### src/rtl/fp8_dot_accumulator_if.sv
// Handshake bundle for the FP8 dot-product accumulator.
// Input side carries 4-lane binary16 product beats; output side carries one
// exact fixed-point sum per dot product.
interface fp8_dot_accumulator_if #(
    parameter int LEN_W = 8,
    parameter int ACC_W = 56
);
    logic                    in_valid;
    logic                    in_ready;
    logic                    in_last;
    logic [63:0]             in_prod;
    logic                    out_valid;
    logic                    out_ready;
    logic signed [ACC_W-1:0] out_sum;
    logic [LEN_W:0]          out_count;
    logic                    out_inf;
    logic                    out_nan;

    // Producer of beats / consumer of results
    modport master (
        output in_valid, in_last, in_prod, out_ready,
        input  in_ready, out_valid, out_sum, out_count, out_inf, out_nan
    );

    // The accumulator itself
    modport slave (
        input  in_valid, in_last, in_prod, out_ready,
        output in_ready, out_valid, out_sum, out_count, out_inf, out_nan
    );
endinterface

### src/rtl/fp8_dot_accumulator.sv
// FP8 dot-product accumulator: converts each binary16 lane exactly to signed
// fixed point (units of 2^-24), sums the 4 lanes, accumulates beats until a
// last marker (or a full counter) and presents one exact sum.
// Optional feature macro: FP8ACC_SPECIALS_EN -- when defined, exponent 31
// lanes contribute 0 and raise sticky inf/nan flags; when undefined they are
// ordinary finite values and the flags are constant 0.
module fp8_dot_accumulator #(
    parameter int LEN_W = 8,
    parameter int ACC_W = 56
) (
    input  logic                  clk,
    input  logic                  rst,
    fp8_dot_accumulator_if.slave  bus
);
    // Largest lane magnitude is 2047 << 30 (41 bits), plus sign.
    localparam int LANE_W = 42;
    localparam int SUM_W  = LANE_W + 2;
    localparam logic [LEN_W:0] COUNT_MAX = {1'b0, {LEN_W{1'b1}}};

    typedef enum logic [1:0] {ACCUM, FLUSH, HOLD} state_t;

    state_t state, state_next;
    logic   in_ready;
    logic   accept;
    logic   count_max;
    logic   flush_fire;

    logic [LEN_W:0]              count;
    logic signed [LANE_W-1:0]    lane_dec [4];
    logic [3:0]                  lane_inf;
    logic [3:0]                  lane_nan;

    logic                        s1_valid, s1_last, s1_inf, s1_nan;
    logic signed [LANE_W-1:0]    s1_lane [4];
    logic                        s2_valid, s2_last, s2_inf, s2_nan;
    logic signed [SUM_W-1:0]     s2_sum;
    logic signed [SUM_W-1:0]     lane_sum;
    logic                        s3_last;
    logic signed [ACC_W-1:0]     acc;
    logic                        acc_inf, acc_nan;

    logic                        out_valid;
    logic signed [ACC_W-1:0]     out_sum;
    logic [LEN_W:0]              out_count;
    logic                        out_inf, out_nan;

    // Exact binary16 -> fixed point: m << (max(e,1)-1), negated when sign set.
    function automatic logic signed [LANE_W-1:0] decode_lane(input logic [15:0] h);
        logic [4:0]        e;
        logic [4:0]        sh;
        logic [LANE_W-1:0] mag;
        e   = h[14:10];
        sh  = (e == 5'd0) ? 5'd0 : e - 5'd1;
        mag = {{(LANE_W-11){1'b0}}, (e != 5'd0), h[9:0]} << sh;
`ifdef FP8ACC_SPECIALS_EN
        if (e == 5'd31) mag = '0;
`endif
        decode_lane = h[15] ? -$signed(mag) : $signed(mag);
    endfunction

    generate
        for (genvar gi = 0; gi < 4; gi++) begin : g_lane
            assign lane_dec[gi] = decode_lane(bus.in_prod[16*gi +: 16]);
`ifdef FP8ACC_SPECIALS_EN
            assign lane_inf[gi] = (bus.in_prod[16*gi+10 +: 5] == 5'd31) &&
                                  (bus.in_prod[16*gi +: 10] == 10'd0);
            assign lane_nan[gi] = (bus.in_prod[16*gi+10 +: 5] == 5'd31) &&
                                  (bus.in_prod[16*gi +: 10] != 10'd0);
`else
            assign lane_inf[gi] = 1'b0;
            assign lane_nan[gi] = 1'b0;
`endif
        end
    endgenerate

    assign accept     = bus.in_valid && in_ready;
    assign count_max  = (count == COUNT_MAX);
    assign flush_fire = (state == FLUSH) && s3_last;

    // FSM state register
    always_ff @(posedge clk or posedge rst) begin
        if (rst) state <= ACCUM;
        else     state <= state_next;
    end

    // FSM next state and in_ready
    always_comb begin
        state_next = state;
        in_ready   = 1'b0;
        case (state)
            ACCUM: begin
                in_ready = 1'b1;
                if (bus.in_valid && (bus.in_last || count_max)) state_next = FLUSH;
            end
            FLUSH: if (s3_last) state_next = HOLD;
            HOLD:  if (out_valid && bus.out_ready) state_next = ACCUM;
            default: state_next = ACCUM;
        endcase
    end

    // Beat counter; the beat that fills the counter is forced to be last
    always_ff @(posedge clk or posedge rst) begin
        if (rst)             count <= '0;
        else if (flush_fire) count <= '0;
        else if (accept)     count <= count + 1'b1;
    end

    // S1: register decoded lanes with last/special flags
    always_ff @(posedge clk or posedge rst) begin
        if (rst) begin
            s1_valid <= 1'b0;
            s1_last  <= 1'b0;
            s1_inf   <= 1'b0;
            s1_nan   <= 1'b0;
            for (int i = 0; i < 4; i++) s1_lane[i] <= '0;
        end else begin
            s1_valid <= accept;
            if (accept) begin
                s1_last <= bus.in_last || count_max;
                s1_inf  <= |lane_inf;
                s1_nan  <= |lane_nan;
                for (int i = 0; i < 4; i++) s1_lane[i] <= lane_dec[i];
            end
        end
    end

    // Four-lane reduction feeding S2
    always_comb begin
        lane_sum = '0;
        for (int i = 0; i < 4; i++) lane_sum = lane_sum + SUM_W'(s1_lane[i]);
    end

    // S2: register the per-beat sum
    always_ff @(posedge clk or posedge rst) begin
        if (rst) begin
            s2_valid <= 1'b0;
            s2_last  <= 1'b0;
            s2_inf   <= 1'b0;
            s2_nan   <= 1'b0;
            s2_sum   <= '0;
        end else begin
            s2_valid <= s1_valid;
            s2_last  <= s1_valid && s1_last;
            s2_inf   <= s1_valid && s1_inf;
            s2_nan   <= s1_valid && s1_nan;
            s2_sum   <= lane_sum;
        end
    end

    // S3: exact accumulation and sticky flags; cleared when a result is taken
    always_ff @(posedge clk or posedge rst) begin
        if (rst) begin
            acc     <= '0;
            acc_inf <= 1'b0;
            acc_nan <= 1'b0;
            s3_last <= 1'b0;
        end else if (flush_fire) begin
            acc     <= '0;
            acc_inf <= 1'b0;
            acc_nan <= 1'b0;
            s3_last <= 1'b0;
        end else begin
            s3_last <= s2_valid && s2_last;
            if (s2_valid) begin
                acc     <= acc + ACC_W'(s2_sum);
                acc_inf <= acc_inf | s2_inf;
                acc_nan <= acc_nan | s2_nan;
            end
        end
    end

    // Result registers: loaded once the last beat is in the accumulator, held until taken
    always_ff @(posedge clk or posedge rst) begin
        if (rst) begin
            out_valid <= 1'b0;
            out_sum   <= '0;
            out_count <= '0;
            out_inf   <= 1'b0;
            out_nan   <= 1'b0;
        end else if (flush_fire) begin
            out_valid <= 1'b1;
            out_sum   <= acc;
            out_count <= count;
            out_inf   <= acc_inf;
            out_nan   <= acc_nan;
        end else if (out_valid && bus.out_ready) begin
            out_valid <= 1'b0;
        end
    end

    assign bus.in_ready  = in_ready;
    assign bus.out_valid = out_valid;
    assign bus.out_sum   = out_sum;
    assign bus.out_count = out_count;
    assign bus.out_inf   = out_inf;
    assign bus.out_nan   = out_nan;
endmodule

### src/flat_wrapper.sv
// flat-port wrapper written by rule: the top's interface ports become plain ports
module fp8_dot_accumulator_flat 
#(
    parameter int LEN_W = 8,
    parameter int ACC_W = 56
)
  (clk, rst, bus_in_valid, bus_in_last, bus_in_prod, bus_out_ready, bus_in_ready, bus_out_valid, bus_out_sum, bus_out_count, bus_out_inf, bus_out_nan);
  fp8_dot_accumulator_if #(.LEN_W(LEN_W), .ACC_W(ACC_W)) bus_i ();
  input  logic clk;
  input  logic rst;
  input wire logic [$bits(bus_i.in_valid)-1:0] bus_in_valid;
  input wire logic [$bits(bus_i.in_last)-1:0] bus_in_last;
  input wire logic [$bits(bus_i.in_prod)-1:0] bus_in_prod;
  input wire logic [$bits(bus_i.out_ready)-1:0] bus_out_ready;
  output wire logic [$bits(bus_i.in_ready)-1:0] bus_in_ready;
  output wire logic [$bits(bus_i.out_valid)-1:0] bus_out_valid;
  output wire logic [$bits(bus_i.out_sum)-1:0] bus_out_sum;
  output wire logic [$bits(bus_i.out_count)-1:0] bus_out_count;
  output wire logic [$bits(bus_i.out_inf)-1:0] bus_out_inf;
  output wire logic [$bits(bus_i.out_nan)-1:0] bus_out_nan;
  assign bus_i.in_valid = bus_in_valid;
  assign bus_i.in_last = bus_in_last;
  assign bus_i.in_prod = bus_in_prod;
  assign bus_i.out_ready = bus_out_ready;
  assign bus_in_ready = bus_i.in_ready;
  assign bus_out_valid = bus_i.out_valid;
  assign bus_out_sum = bus_i.out_sum;
  assign bus_out_count = bus_i.out_count;
  assign bus_out_inf = bus_i.out_inf;
  assign bus_out_nan = bus_i.out_nan;
  fp8_dot_accumulator #(.LEN_W(LEN_W), .ACC_W(ACC_W)) u_core (.clk(clk), .rst(rst), .bus(bus_i));
endmodule
### config.mk
export PLATFORM = sky130hd
export DESIGN_NAME = fp8_dot_accumulator_flat
export DESIGN_NICKNAME = d
export VERILOG_FILES = /design/src/rtl/fp8_dot_accumulator_if.sv /design/src/rtl/fp8_dot_accumulator.sv /design/src/flat_wrapper.sv
export SDC_FILE = /design/constraint.sdc
export NUM_CORES = 2
export LEC_CHECK = 0
export ABC_AREA = 1
export CAP_MARGIN = 20
export CORE_UTILIZATION = 40
export DETAILED_ROUTE_END_ITERATION = 10
export PLACE_DENSITY = 0.59
export SLEW_MARGIN = 0
export SYNTH_ARGS = -nofsm -noshare
export SYNTH_HDL_FRONTEND = slang
export SYNTH_SLANG_ARGS = --single-unit
### constraint.sdc
create_clock -name clk -period 25.5 [get_ports clk]
set_input_delay 2.55 -clock clk [delete_from_list [all_inputs] [get_ports clk]]
set_output_delay 2.55 -clock clk [all_outputs]
set_load 0.03 [all_outputs]
==> impl_metrics.toml <==
[routing]
drc = 0
dr.pass1.iters = 5
ant_nets = 0
via_count = 30287
wl_um = 99000
dr.first_iter.drc_count = 2826
wl_per_cell_um = 17.1
via_per_inst = 5.23

[setup_path]
cp-start-kind = "input pin"
crit_chain = "clkdlybuf4s50_1 > inv_1 > ha_1 > inv_1 > nor2_2 > nand2_2 > nand2_2 > inv_2 > nand3_1 > nand3_1 > nand3_1 > o21ai_0 > nor2_1 > nand2_1 > inv_1 > nand2_1 > nand2_1 > xor2_1 > o21ai_0"
cp_slowest_stage_delay_ns = 0.53
arrival_ns = 6.85
end_kind = "register"
crit_fanout = 22
required_ns = 25.92
reg2reg_slack_ns = 21.26
crit_family = "simple AND/OR/NAND/NOR gates"
cp_slowest_cell = "clkdlybuf4s50_1"
path_class = "input pin to register"
worst-path-buf-inv = 5

[yosys]
syn_area_per_cell_sq_um = 6.67
syn_inst = 4689
ys.flop_type = "dfrtp_1"
synth-seq-cells = 350
ys_seq_area_share_pct = 28.0
yosys.area.top_type = "dfrtp_1"
yosysTopAreaCellShare_pct = 28.0
synth-async-reset-ratio_pct = 100
synth-edff-count = 0
synthTopCellsByArea = "dfrtp_1 28%, nand2_1 15%, nand3_1 12%, inv_1 7.0%, fa_1 5.5%"
ys_top_cells_by_count = "1252 x nand2_1, 719 x nand3_1, 581 x inv_1"
synth.distinct_cells = 58
synth_area_sq_um = 31300
yosysMostFrequentCell = "nand2_1"
ys_warn_count = 0

[cts]
postCtsHoldBufs = 0
clk_latency_ns = 0.58
post_cts_buffers = 0
cts_inserted_buffers = 42
path_clk_slew_ns = 0.06
postCtsResizedCells = 0
cts_max_level = 2
cts_buffer_depth = 3
ctsRootBufferMaster = "clkbuf_16"
cts.sinks = 350
cts_tree = "done"

[sta]
drv_slew = 0
relSlewSlack_pct = 33.9
whs_ns = 0.376
layout_min_cycle_time_ns = 6.43
fin_skew_ns = 0.0255
rsz0062_at_grt = "false"
fmax_ghz = 0.156
fin_crit_sh_pct = 25.2
tns_ns = 0
hold_viol_final = 0
setup_viol = 0
max_slew.worst_pin.slew_ns = 0.985

[finish]
drive_gt1_share_pct = 5.44
num_antenna_cells = 0
fillers = 8283
fin_nets = 4980
syn2layout_area_growth_pct = 10.9
finish.utilization_pct = 44.8

[placement]
gp_congestion = 0.959
dp_hpwl_um = 78300
io_buffers = 135

[floorplanning]
dieArea_sq_um = 79300
fp.coreArea_sq_um = 77300
die_h_um = 282
dieWidth_um = 282
rows = 102
start_util_pct = 40.4
ios = 138

[global_route]
grt_antenna_before_repair = 1
grt_pass1_wl_um = 156000
grt_pass1_vias = 28250
track_usage_pct = 24.8
grt_max_degree = 117
grt-ovfl-total = 0

[power_and_ir_drop]
p_per_area_nw_per_um2 = 164
vdd_ir_drop_max_mv = 0.118
power.leakage_nw = 17.5
total_power_mw = 5.68

[outcome]
status = "complete, no violations"

[job]
max-cap-violations = 0

[hold_path]
hp-class = "register to register"
[registers in the layout, indices dropped and copies added, names as in the netlist]
register              flops
u_core.s2_valid           1
u_core.bus.out_sum       56
u_core.bus.out_valid      1
u_core.acc               56
u_core.s3_last            1
u_core.s2_last            1
u_core.bus.out_count      9
u_core.s1_valid           1
u_core.s1_lane          168
u_core.s1_last            1
u_core.s2_sum            44
u_core.state              2
u_core.count              9
[final timing paths]
path / cells after the start / start / to
max in group asynchronous: 5 / rst / u_core.s1_lane[68]
min in group asynchronous: 2 / rst / u_core.acc[1]
worst max register to register: 18 / u_core.s1_lane[89] / u_core.s2_sum[38]
worst min-delay path: 0 / u_core.s1_valid / u_core.s2_valid
worst min register to register: 0 / u_core.s1_valid / u_core.s2_valid
worst max-delay path: 19 / bus_in_prod[42] / u_core.s1_lane[62]
[per-stage QoR]
stage          instances  setup slack (ns)  area, sq um
2_1_floorplan       4690             13.24        31300
3_3_place_gp        5709             18.65        33200
3_5_place_dp        5709             18.59        33200
4_1_cts             5786             19.17        34700
5_1_grt             5786             18.82        34700
6_report            5786             19.07        34700
[routing by layer]
layer	global-route usage, %	share of wire, %	vias to the layer above	wire length, um
li1	-	-	15288	-
met5	0	0	-	0
met2	40.9	46	801	46000
met4	6.23	2.4	0	2350
met1	34.6	47	14082	46100
met3	2.49	4.5	116	4470
[cells in the final DEF (no fill, tap or decap), types with 15 or more instances in the layout]
| master | n |
|---|---|
| a21o_1 | 20 |
| a21oi_1 | 176 |
| a31oi_1 | 18 |
| buf_4 | 19 |
| clkbuf_16 | 42 |
| clkdlybuf4s50_1 | 135 |
| dfrtp_1 | 350 |
| fa_1 | 86 |
| ha_1 | 112 |
| inv_1 | 578 |
| inv_2 | 27 |
| nand2_1 | 1251 |
| nand2_2 | 29 |
| nand3_1 | 719 |
| nand3_2 | 43 |
| nand3b_1 | 26 |
| nand4_1 | 61 |
| nor2_1 | 347 |
| nor2_2 | 28 |
| nor3_1 | 15 |
| o21ai_0 | 340 |
| o21ai_1 | 52 |
| o22ai_1 | 23 |
| xnor2_1 | 45 |
| xor2_1 | 81 |
[power breakdown]
part,total [mW],internal (mW),switching (mW)
clock,0.650,0.399,0.252
combinational,4.01,1.41,2.60
sequential,1.02,0.855,0.161
total,5.68,2.67,3.01
[cell families after synthesis]
logic type	share of synthesized area, %
simple gates	36.9
buf+inv	10.3
compound gates	11.1
flops	28.0
fa+ha+maj	9.99
xor+xnor	3.69
other cells	0.0120
[final cells by class]
class | instances | area (sq um) | share of cell area [%]
clock buffers | 54 | 1140 | 3.28
clock inverters | 23 | 350 | 1.01
inverters | 612 | 2310 | 6.67
multi-input cells | 3553 | 19300 | 55.7
flip-flops and latches | 350 | 8760 | 25.3
well taps | 1040 | 1300 | 3.75
repair buffers | 154 | 1490 | 4.31
No activity file was read; power rests on OpenSTA's default activity.
